<file path="src/rtl/uart_rx_sequencer.sv">
// UART receive frame sequencer: times each bit after start detection, samples at mid-bit,
// checks parity/stop and delivers the byte through a one-deep valid/ready holding register.
module uart_rx_sequencer #(
    parameter int unsigned INPUT_DATA_WIDTH = 8,
    parameter int unsigned PARITY_ENABLED   = 1,
    parameter int unsigned PARITY_ODD       = 0,
    parameter int unsigned CLOCKS_PER_BIT   = 5000
) (
    input  logic                                  clk,
    input  logic                                  reset_n,
    input  logic                                  serial_in_synced,
    input  logic                                  start_detected,
    input  logic                                  rx_ready,
    input  logic                                  clear_overrun,
    output logic [$clog2(INPUT_DATA_WIDTH+4)-1:0] state,
    output logic                                  busy,
    output logic [INPUT_DATA_WIDTH-1:0]           rx_data,
    output logic                                  rx_valid,
    output logic                                  parity_error,
    output logic                                  framing_error,
    output logic                                  overrun
);

    localparam int unsigned W     = INPUT_DATA_WIDTH;
    localparam int unsigned S_W   = $clog2(W + 4);
    localparam int unsigned CNT_W = $clog2(CLOCKS_PER_BIT);
    localparam int unsigned IDX_W = (W > 1) ? $clog2(W) : 1;

    localparam logic [CNT_W-1:0] CNT_LAST = CNT_W'(CLOCKS_PER_BIT - 1);
    localparam logic [CNT_W-1:0] CNT_MID  = CNT_W'(CLOCKS_PER_BIT / 2);
    localparam logic [IDX_W-1:0] IDX_LAST = IDX_W'(W - 1);
    localparam logic             ODD_BIT  = 1'(PARITY_ODD);
    localparam logic             PAR_EN   = (PARITY_ENABLED != 0);

    typedef enum logic [2:0] {
        PH_IDLE,
        PH_START,
        PH_DATA,
        PH_PARITY,
        PH_STOP
    } phase_e;

    phase_e           phase_q, phase_d;
    logic [CNT_W-1:0] cnt_q, cnt_d;
    logic [IDX_W-1:0] idx_q, idx_d;
    logic [W-1:0]     shift_q, shift_d;
    logic             perr_q, perr_d;
    logic             start_q;
    logic [S_W-1:0]   state_q, state_d;
    logic             busy_q, busy_d;
    logic [W-1:0]     data_q, data_d;
    logic             valid_q, valid_d;
    logic             par_err_q, par_err_d;
    logic             frm_err_q, frm_err_d;
    logic             ovr_q, ovr_d;

    logic sample_pt;
    logic end_bit;
    logic complete;
    logic ovr_set;

    always_ff @(posedge clk or negedge reset_n) begin
        if (!reset_n) begin
            phase_q   <= PH_IDLE;
            cnt_q     <= '0;
            idx_q     <= '0;
            shift_q   <= '0;
            perr_q    <= 1'b0;
            start_q   <= 1'b0;
            state_q   <= '0;
            busy_q    <= 1'b0;
            data_q    <= '0;
            valid_q   <= 1'b0;
            par_err_q <= 1'b0;
            frm_err_q <= 1'b0;
            ovr_q     <= 1'b0;
        end else begin
            phase_q   <= phase_d;
            cnt_q     <= cnt_d;
            idx_q     <= idx_d;
            shift_q   <= shift_d;
            perr_q    <= perr_d;
            start_q   <= start_detected;
            state_q   <= state_d;
            busy_q    <= busy_d;
            data_q    <= data_d;
            valid_q   <= valid_d;
            par_err_q <= par_err_d;
            frm_err_q <= frm_err_d;
            ovr_q     <= ovr_d;
        end
    end

    // Frame sequencing, holding register and exported state code
    always_comb begin
        phase_d   = phase_q;
        cnt_d     = cnt_q;
        idx_d     = idx_q;
        shift_d   = shift_q;
        perr_d    = perr_q;
        data_d    = data_q;
        valid_d   = valid_q;
        par_err_d = par_err_q;
        frm_err_d = frm_err_q;
        ovr_d     = ovr_q;
        state_d   = '0;
        busy_d    = 1'b0;
        complete  = 1'b0;
        ovr_set   = 1'b0;
        sample_pt = (cnt_q == CNT_MID);
        end_bit   = (cnt_q == CNT_LAST);

        if (phase_q != PH_IDLE) begin
            cnt_d = end_bit ? '0 : cnt_q + CNT_W'(1);
        end

        unique case (phase_q)
            PH_IDLE: begin
                if (start_detected && !start_q) begin
                    phase_d = PH_START;
                    cnt_d   = '0;
                end
            end
            PH_START: begin
                if (sample_pt && serial_in_synced) begin
                    phase_d = PH_IDLE;
                    cnt_d   = '0;
                end else if (end_bit) begin
                    phase_d = PH_DATA;
                    idx_d   = '0;
                end
            end
            PH_DATA: begin
                if (sample_pt) begin
                    shift_d = {serial_in_synced, shift_q[W-1:1]};
                end
                if (end_bit) begin
                    if (idx_q == IDX_LAST) begin
                        phase_d = PAR_EN ? PH_PARITY : PH_STOP;
                    end else begin
                        idx_d = idx_q + IDX_W'(1);
                    end
                end
            end
            PH_PARITY: begin
                if (sample_pt) begin
                    perr_d = (^shift_q) ^ serial_in_synced ^ ODD_BIT;
                end
                if (end_bit) begin
                    phase_d = PH_STOP;
                end
            end
            PH_STOP: begin
                // Return to idle at mid stop bit so the next start edge is not missed
                if (sample_pt) begin
                    phase_d  = PH_IDLE;
                    cnt_d    = '0;
                    complete = 1'b1;
                end
            end
            default: phase_d = PH_IDLE;
        endcase

        if (complete) begin
            if (!valid_q || rx_ready) begin
                data_d    = shift_q;
                par_err_d = PAR_EN & perr_q;
                frm_err_d = ~serial_in_synced;
                valid_d   = 1'b1;
            end else begin
                ovr_set = 1'b1;
            end
        end else if (valid_q && rx_ready) begin
            valid_d = 1'b0;
        end

        if (ovr_set) begin
            ovr_d = 1'b1;
        end else if (clear_overrun) begin
            ovr_d = 1'b0;
        end

        case (phase_d)
            PH_IDLE:   state_d = '0;
            PH_START:  state_d = S_W'(1);
            PH_DATA:   state_d = S_W'(2) + S_W'(idx_d);
            PH_PARITY: state_d = S_W'(W + 2);
            PH_STOP:   state_d = S_W'(W + 3);
            default:   state_d = '0;
        endcase
        busy_d = (phase_d != PH_IDLE);
    end

    assign state         = state_q;
    assign busy          = busy_q;
    assign rx_data       = data_q;
    assign rx_valid      = valid_q;
    assign parity_error  = par_err_q;
    assign framing_error = frm_err_q;
    assign overrun       = ovr_q;

endmodule
</file>
<file path="config.mk">
export PLATFORM = sky130hd
export DESIGN_NAME = uart_rx_sequencer
export DESIGN_NICKNAME = d
export VERILOG_FILES = /design/src/rtl/uart_rx_sequencer.sv
export SDC_FILE = /design/constraint.sdc
export NUM_CORES = 1
export LEC_CHECK = 0
export ABC_AREA = 1
export CAP_MARGIN = 0
export CORE_UTILIZATION = 55
export CTS_CLUSTER_DIAMETER = 200
export DETAILED_ROUTE_END_ITERATION = 8
export GPL_ROUTABILITY_DRIVEN = 0
export PLACE_DENSITY_LB_ADDON = 0.15
export SYNTH_ARGS = -nofsm -noshare
export SYNTH_HDL_FRONTEND = slang
export SYNTH_SLANG_ARGS = --single-unit
</file>
<file path="constraint.sdc">
create_clock -name clk -period 2.55 [get_ports clk]
set_clock_uncertainty 0.1 [all_clocks]
set_input_delay 0.3825 -clock clk [delete_from_list [all_inputs] [get_ports clk]]
set_output_delay 0.3825 -clock clk [all_outputs]
set_load 0.005 [all_outputs]
</file>
# After elaboration in Yosys (flattened, before gate mapping)
# Index checks and enable logic that the tools add are counted.
[word_totals] n_memories=0 input_bits=6 romBits=0 out_inout_bits=17 elab_cells=75 regBits=46 ram_bits=0 latchBits=0
[op_classes] addsub=3 eq_ne=12 n_mux=29 reduce_logical=16 bitwise=2 multipliers=0 div_mod_pow=0 shifts=0 n_lt_le_gt_ge=0
[ops] cell="two-way mux 13 bit" n=5
[ops] cell="case mux 13 bit (3 select lines)" n=1
[ops] cell="two-way mux 3 bit" n=11
[ops] cell="case mux 4 bit (4 select lines)" n=1
[ops] cell="case mux 3 bit (5 select lines)" n=1
[ops] cell="adder 13 x 1 -> 13 bit (second input constant)" n=1
[ops] cell="equality test 13 x 12 -> 1 bit (second input constant)" n=1
[ops] cell="equality test 13 bit (second input constant)" n=1
[ops] cell="equality test 3 x 2 -> 1 bit (second input constant)" n=4
[ops] cell="equality test 3 bit (second input constant)" n=3
[ops] cell="two-way mux 1 bit" n=9
[ops] cell="AND reduction 2 bit" n=4
[ops] cell="parity 8 bit" n=1
[ops] cell="equality test 3 x 1 -> 1 bit (second input constant)" n=2
[ops] cell="case mux 3 bit (2 select lines)" n=1
[ops] cell="nonzero test 3 bit" n=2
[ops] cell="adder 2 x 3 -> 4 bit (first input constant)" n=1
[ops] cell="nonzero test 2 bit" n=2
[ops] cell="adder 3 x 1 -> 3 bit (second input constant)" n=1
[ops] cell="logical AND 1 bit" n=3
[ops] cell="zero test 3 bit" n=1
[ops] cell="zero test 1 bit" n=2
[ops] cell="!= test 2 x 1 -> 1 bit (second input constant)" n=1
[ops] cell="logical OR 1 bit" n=1
[ops] cell="2 further kinds" n=2

# Longest topological paths before layout
[logic_depth] word_depth=6 depth_mapped=14 mapped_depth_nobuf=14

# Worst setup path before layout
# OpenSTA, ideal clock, no wires.
[synth_path] kind="flip-flop to flip-flop" from="reg cnt_q[0]" to="reg state_q[2] (netlist: state[2])" arrival_time_ns=1.560 stages_incl_launch_ff=9 setup_slack_ns=0.766 required_ns=2.325 synth_period_minus_slack_ns=1.784 n_path_buf=0 setup_ns=0.125 path_cell_list="dfrtp_1 -> ha_1 -> nand2_1 -> nor2_1 -> nand3_2 -> a21oi_2 -> a21oi_1 -> ha_1 -> nor3b_2"
[synth_via] elab_chain_len=6 elab_cells_between_ends=19 classes_between="add/sub: 1; eq/ne: 6; mux: 11; reduce/logical: 1"
[synth_lines] item="from (decl)" line_no="44" source="logic [CNT_W-1:0] cnt_q, cnt_d;"
[synth_lines] item="from (signal assigned)" line_no="79" source="cnt_q <= cnt_d;"
[synth_lines] item="equality test 13 bit / equality test 13 x 12 -> 1 bit (equally long branches)" line_no="111, 110"
[synth_lines] item="two-way mux 3 bit / logical AND 1 bit (equally long branches)" line_no="128, 125"
[synth_lines] item="two-way mux 3 bit" line_no="125" source="if (sample_pt && serial_in_synced) begin"
[synth_lines] item="case mux 3 bit (2 select lines) *" line_no="117" source="unique case (phase_q)"
[synth_lines] item="via idx_d[2]" line_no="45" source="logic [IDX_W-1:0] idx_q, idx_d;"
[synth_lines] item="adder 2 x 3 -> 4 bit *" line_no="186" source="PH_DATA: state_d = S_W'(2) + S_W'(idx_d);"
[synth_lines] item="case mux 4 bit (4 select lines) *" line_no="183" source="case (phase_d)"
[synth_lines] item="via state_d[2]" line_no="49" source="logic [S_W-1:0] state_q, state_d;"
[synth_lines] item="to (signal assigned)" line_no="84" source="state_q <= state_d;"
[synth_lines] item="to (decl)" line_no="49"
# Mark *: on every way through the listed nets, which the timed path passes. The rest lies on a longest branch.
# A chain may end at the register's enable or synchronous reset.

# Worst setup path after layout
[layout_path] from="reg cnt_q[0]" to="reg cnt_q[9]"
[layout_via] elab_chain_len=5 elab_cells_between_ends=10 classes_between="add/sub: 1; eq/ne: 2; mux: 6; reduce/logical: 1"
[layout_lines] item="adder 13 x 1 -> 13 bit / equality test 13 bit (equally long branches)" line_no="114, 111"
[layout_lines] item="two-way mux 13 bit" line_no="114" source="cnt_d = end_bit ? '0 : cnt_q + CNT_W'(1);"
[layout_lines] item="two-way mux 13 bit" line_no="113" source="if (phase_q != PH_IDLE) begin"
[layout_lines] item="two-way mux 13 bit (on tied branches)" line_no="155, 119, 125"
[layout_lines] item="case mux 13 bit (3 select lines) *" line_no="117"
[layout_lines] item="via cnt_d[9]" line_no="44"
# Marked as above.

==> out/metrics.cfg <==
[worst_setup_path]
worst_setup_path_start_kind = flop
crit_path_cell_trace = inv_1 -> ha_1 -> nand2_1 -> inv_1 -> nand2_2 -> nor2_4 -> nand2_4 -> nand2_1 -> nand4_1 -> o21ai_1 -> nor2_1
cp-end-kind = flop
worst-path-stages = 11
crit_arrival_ns = 2.08
rr_startpoint = cnt_q[0]
cp_data_required_time_ns = 2.61
crit_start = cnt_q[0]
cp_slowest_stage_delay_ns = 0.44
r2r_slack_ns = 0.53
path_class = reg -> reg
cp_top_family = simple AND/OR/NAND/NOR gates
ff2ff_path_depth = 11
cp_max_fo = 11
cp_slowest_cell = o21ai_1
worst-path-buf-inv = 2

[cells_and_area]
fin_cells = 366
drive_gt1_share_pct = 12.0
fillCellCount = 350
area_delta_synth_final_pct = 14.5
antennaDiodeCount = 0
final_core_util_pct = 67.3
fin_nets = 325

[detailed_routing]
drt-initial-drc-count = 81
drt_wl_total_mm = 4.06
ant_nets = 0
wl_per_cell_um = 11.1
vias = 1828
drc = 0
vias_per_cell = 4.99
dr.pass1.iters = 4

[power_and_ir_drop]
power.density_nw_per_um2 = 615
total_power_mw = 1.69
p_leak_nw = 1.28
power.internal_mw = 1.14
p_switching_mw = 0.548
ir_drop_mv = 0.351
p_clk_share_pct = 26.6
combPwrFrac_pct = 25.5
switching_share_pct = 32.4
seqPwrFrac_pct = 47.8

[clock_network]
clk_path_buf_depth = 2
tritoncts = done
cts_buffers = 5
cts_max_level = 2
ctsHoldBuffers = 0
post_cts_resized = 0
clk_latency_ns = 0.30
cts_sinks = 46
postCtsSetupRepairBufs = 0
root_buffer = clkbuf_8
clkTransAtPathRegs_ns = 0.08

[timing]
finalCriticalPeriod_ns = 2.02
worstMarginPinSlew_ns = 0.771
period_share_pct = 79.3
setup_viol = 0
slew_headroom_pct = 48.3
setup_tns_ns = 0
rsz0062_at_grt = false
slew_violations = 0
fmax_mhz = 495
finalHoldWorstSlack_ns = 0.0523
hold_violations = 0

[global_routing]
grt_max_degree = 47
antenna_found_initial = 0
globalRouteOverflowTotal = 0
grt_pass1_wl_mm = 6.92
grtUsageTotal_pct = 20.4
grt_pass1_vias = 1590

[min_path]
worstHoldPathType = in -> async

[die]
die_y_um = 68.1
die_w_um = 68.1
initial_core_util_pct = 58.8
core_area_um2 = 4090
rows = 23
dieArea_um2 = 4630
ioPinCount = 23

[status]
status = finished clean

[place]
dp_hpwl_mm = 3.02
placedCellCount = 358
port-buffer-count = 22

[synth]
ys_types = 29
synth_nets = 299
ys_warn_count = 0
postSynthCellCount = 289
avgSynthCellArea_um2 = 8.31
ys_ff_latch = 46
yosysSeqAreaShare_pct = 47.9
syn_area_um2 = 2400

[job]
maxCapViolCount = 0

cells by family (layout without fill, tap and decap cells):
logic type	Yosys count	after routing	share of synthesized area (%)
buf+inv	49	76	8.18
compound gates	32	32	7.19
xor+xnor	17	17	6.20
flops	46	46	47.9
mux	1	1	0.625
fa+ha+maj	4	4	2.08
simple gates	140	140	27.8
cells in the mapped netlist:
cell	count	area [um^2]
xnor2_1	3	26.3
nand3_1	19	95.1
clkbuf_2	1	5.00
xor2_1	14	123
nand3_2	1	10.0
o21ai_1	9	45.0
nor3_1	4	20.0
ha_1	4	50.1
nand4_1	3	18.8
inv_2	3	11.3
buf_4	1	7.51
or2_2	1	6.26
clkbuf_1	1	3.75
nor2_1	31	116
mux2_4	1	15.0
a21oi_2	2	17.5
nand2_1	60	225
nand2_2	9	56.3
nor3_2	2	20.0
buf_6	1	11.3
nor3b_2	1	12.5
dfrtp_1	46	1150
o21ai_0	14	70.1
nor2_2	3	18.8
nand2_4	2	22.5
o211ai_1	2	15.0
nor2_4	4	45.0
a21oi_1	5	25.0
inv_1	42	158
layout make-up:
type	instances	area [um^2]	area share (%)
tap	50	62.6	2.27
timing repair buffer	23	223	8.10
inverter	45	169	6.14
multi-input combinational	194	1050	38.3
clock inverter	1	5.00	0.182
clock buffer	7	86.3	3.14
sequential	46	1150	41.9
power groups by stage:
stage | Sequential (mW) | Clock, mW | Combinational (mW)
after floorplan | 0.823 | 0 | 0.307
after global placement | 0.822 | 0 | 0.434
after detailed placement | 0.824 | 0 | 0.433
after CTS | 0.809 | 0.465 | 0.437
after global routing | 0.818 | 0.490 | 0.489
final | 0.810 | 0.451 | 0.432
sequential cells by signal (all words and copies together) (netlist names):
register,cells
state,4
shift_q,8
busy,1
start_q,1
idx_q,3
cnt_q,13
perr_q,1
overrun,1
parity_error,1
rx_valid,1
phase_q,3
framing_error,1
rx_data,8
placed cells by master, fill, tap and decap left out, drive strengths merged:
cell and instances:
nand2 71, inv 45, nand4 3, nor2 38, clkdlybuf4s50 21, o211ai 2
clkinv 1, buf 2, mux2 1, or2 1, xnor2 3, a21oi 7
nand3 20, nor3b 1, nor3 6, ha 4, o21ai 23, clkbuf 7
dfrtp 46, xor2 14
per-stage QoR:
step | instance area (um^2) | setup slack (ns)
2_1_floorplan | 2400 | 0.766
3_3_place_gp | 2660 | 0.528
3_5_place_dp | 2660 | 0.499
4_1_cts | 2750 | 0.510
5_1_grt | 2750 | 0.281
6_report | 2750 | 0.529
worst register-to-register path, delay by kind of cell (launching register included):
kind,cells,cell delay [ns]
AO/OA/AOI/OAI,1,0.44
adder cells (fa/ha/maj),1,0.15
buffers and inverters,2,0.17
flip-flops,1,0.41
AND/OR/NAND/NOR,7,0.61
layer usage:
metal  vias to the layer above  global-route usage (%)  share of wire [%]  routed length, um
li1                        954                       -                  -                  -
met2                        27                    32.7                 46               1890
met3                         6                    5.00                3.1                127
met1                       841                    26.4                 49               1980
met4                         0                    7.81                1.6                 65
met5                         -                       0                  0                  0
path summary, 6_finish.rpt:
path | to
setup / recovery | cnt_q[9]
hold / removal | shift_q[1]
max in group asynchronous | phase_q[1]
setup reg to reg | cnt_q[9]
min in group clk | rx_data[7]
hold reg to reg | rx_data[7]
Power figures use the tool's default switching activity.
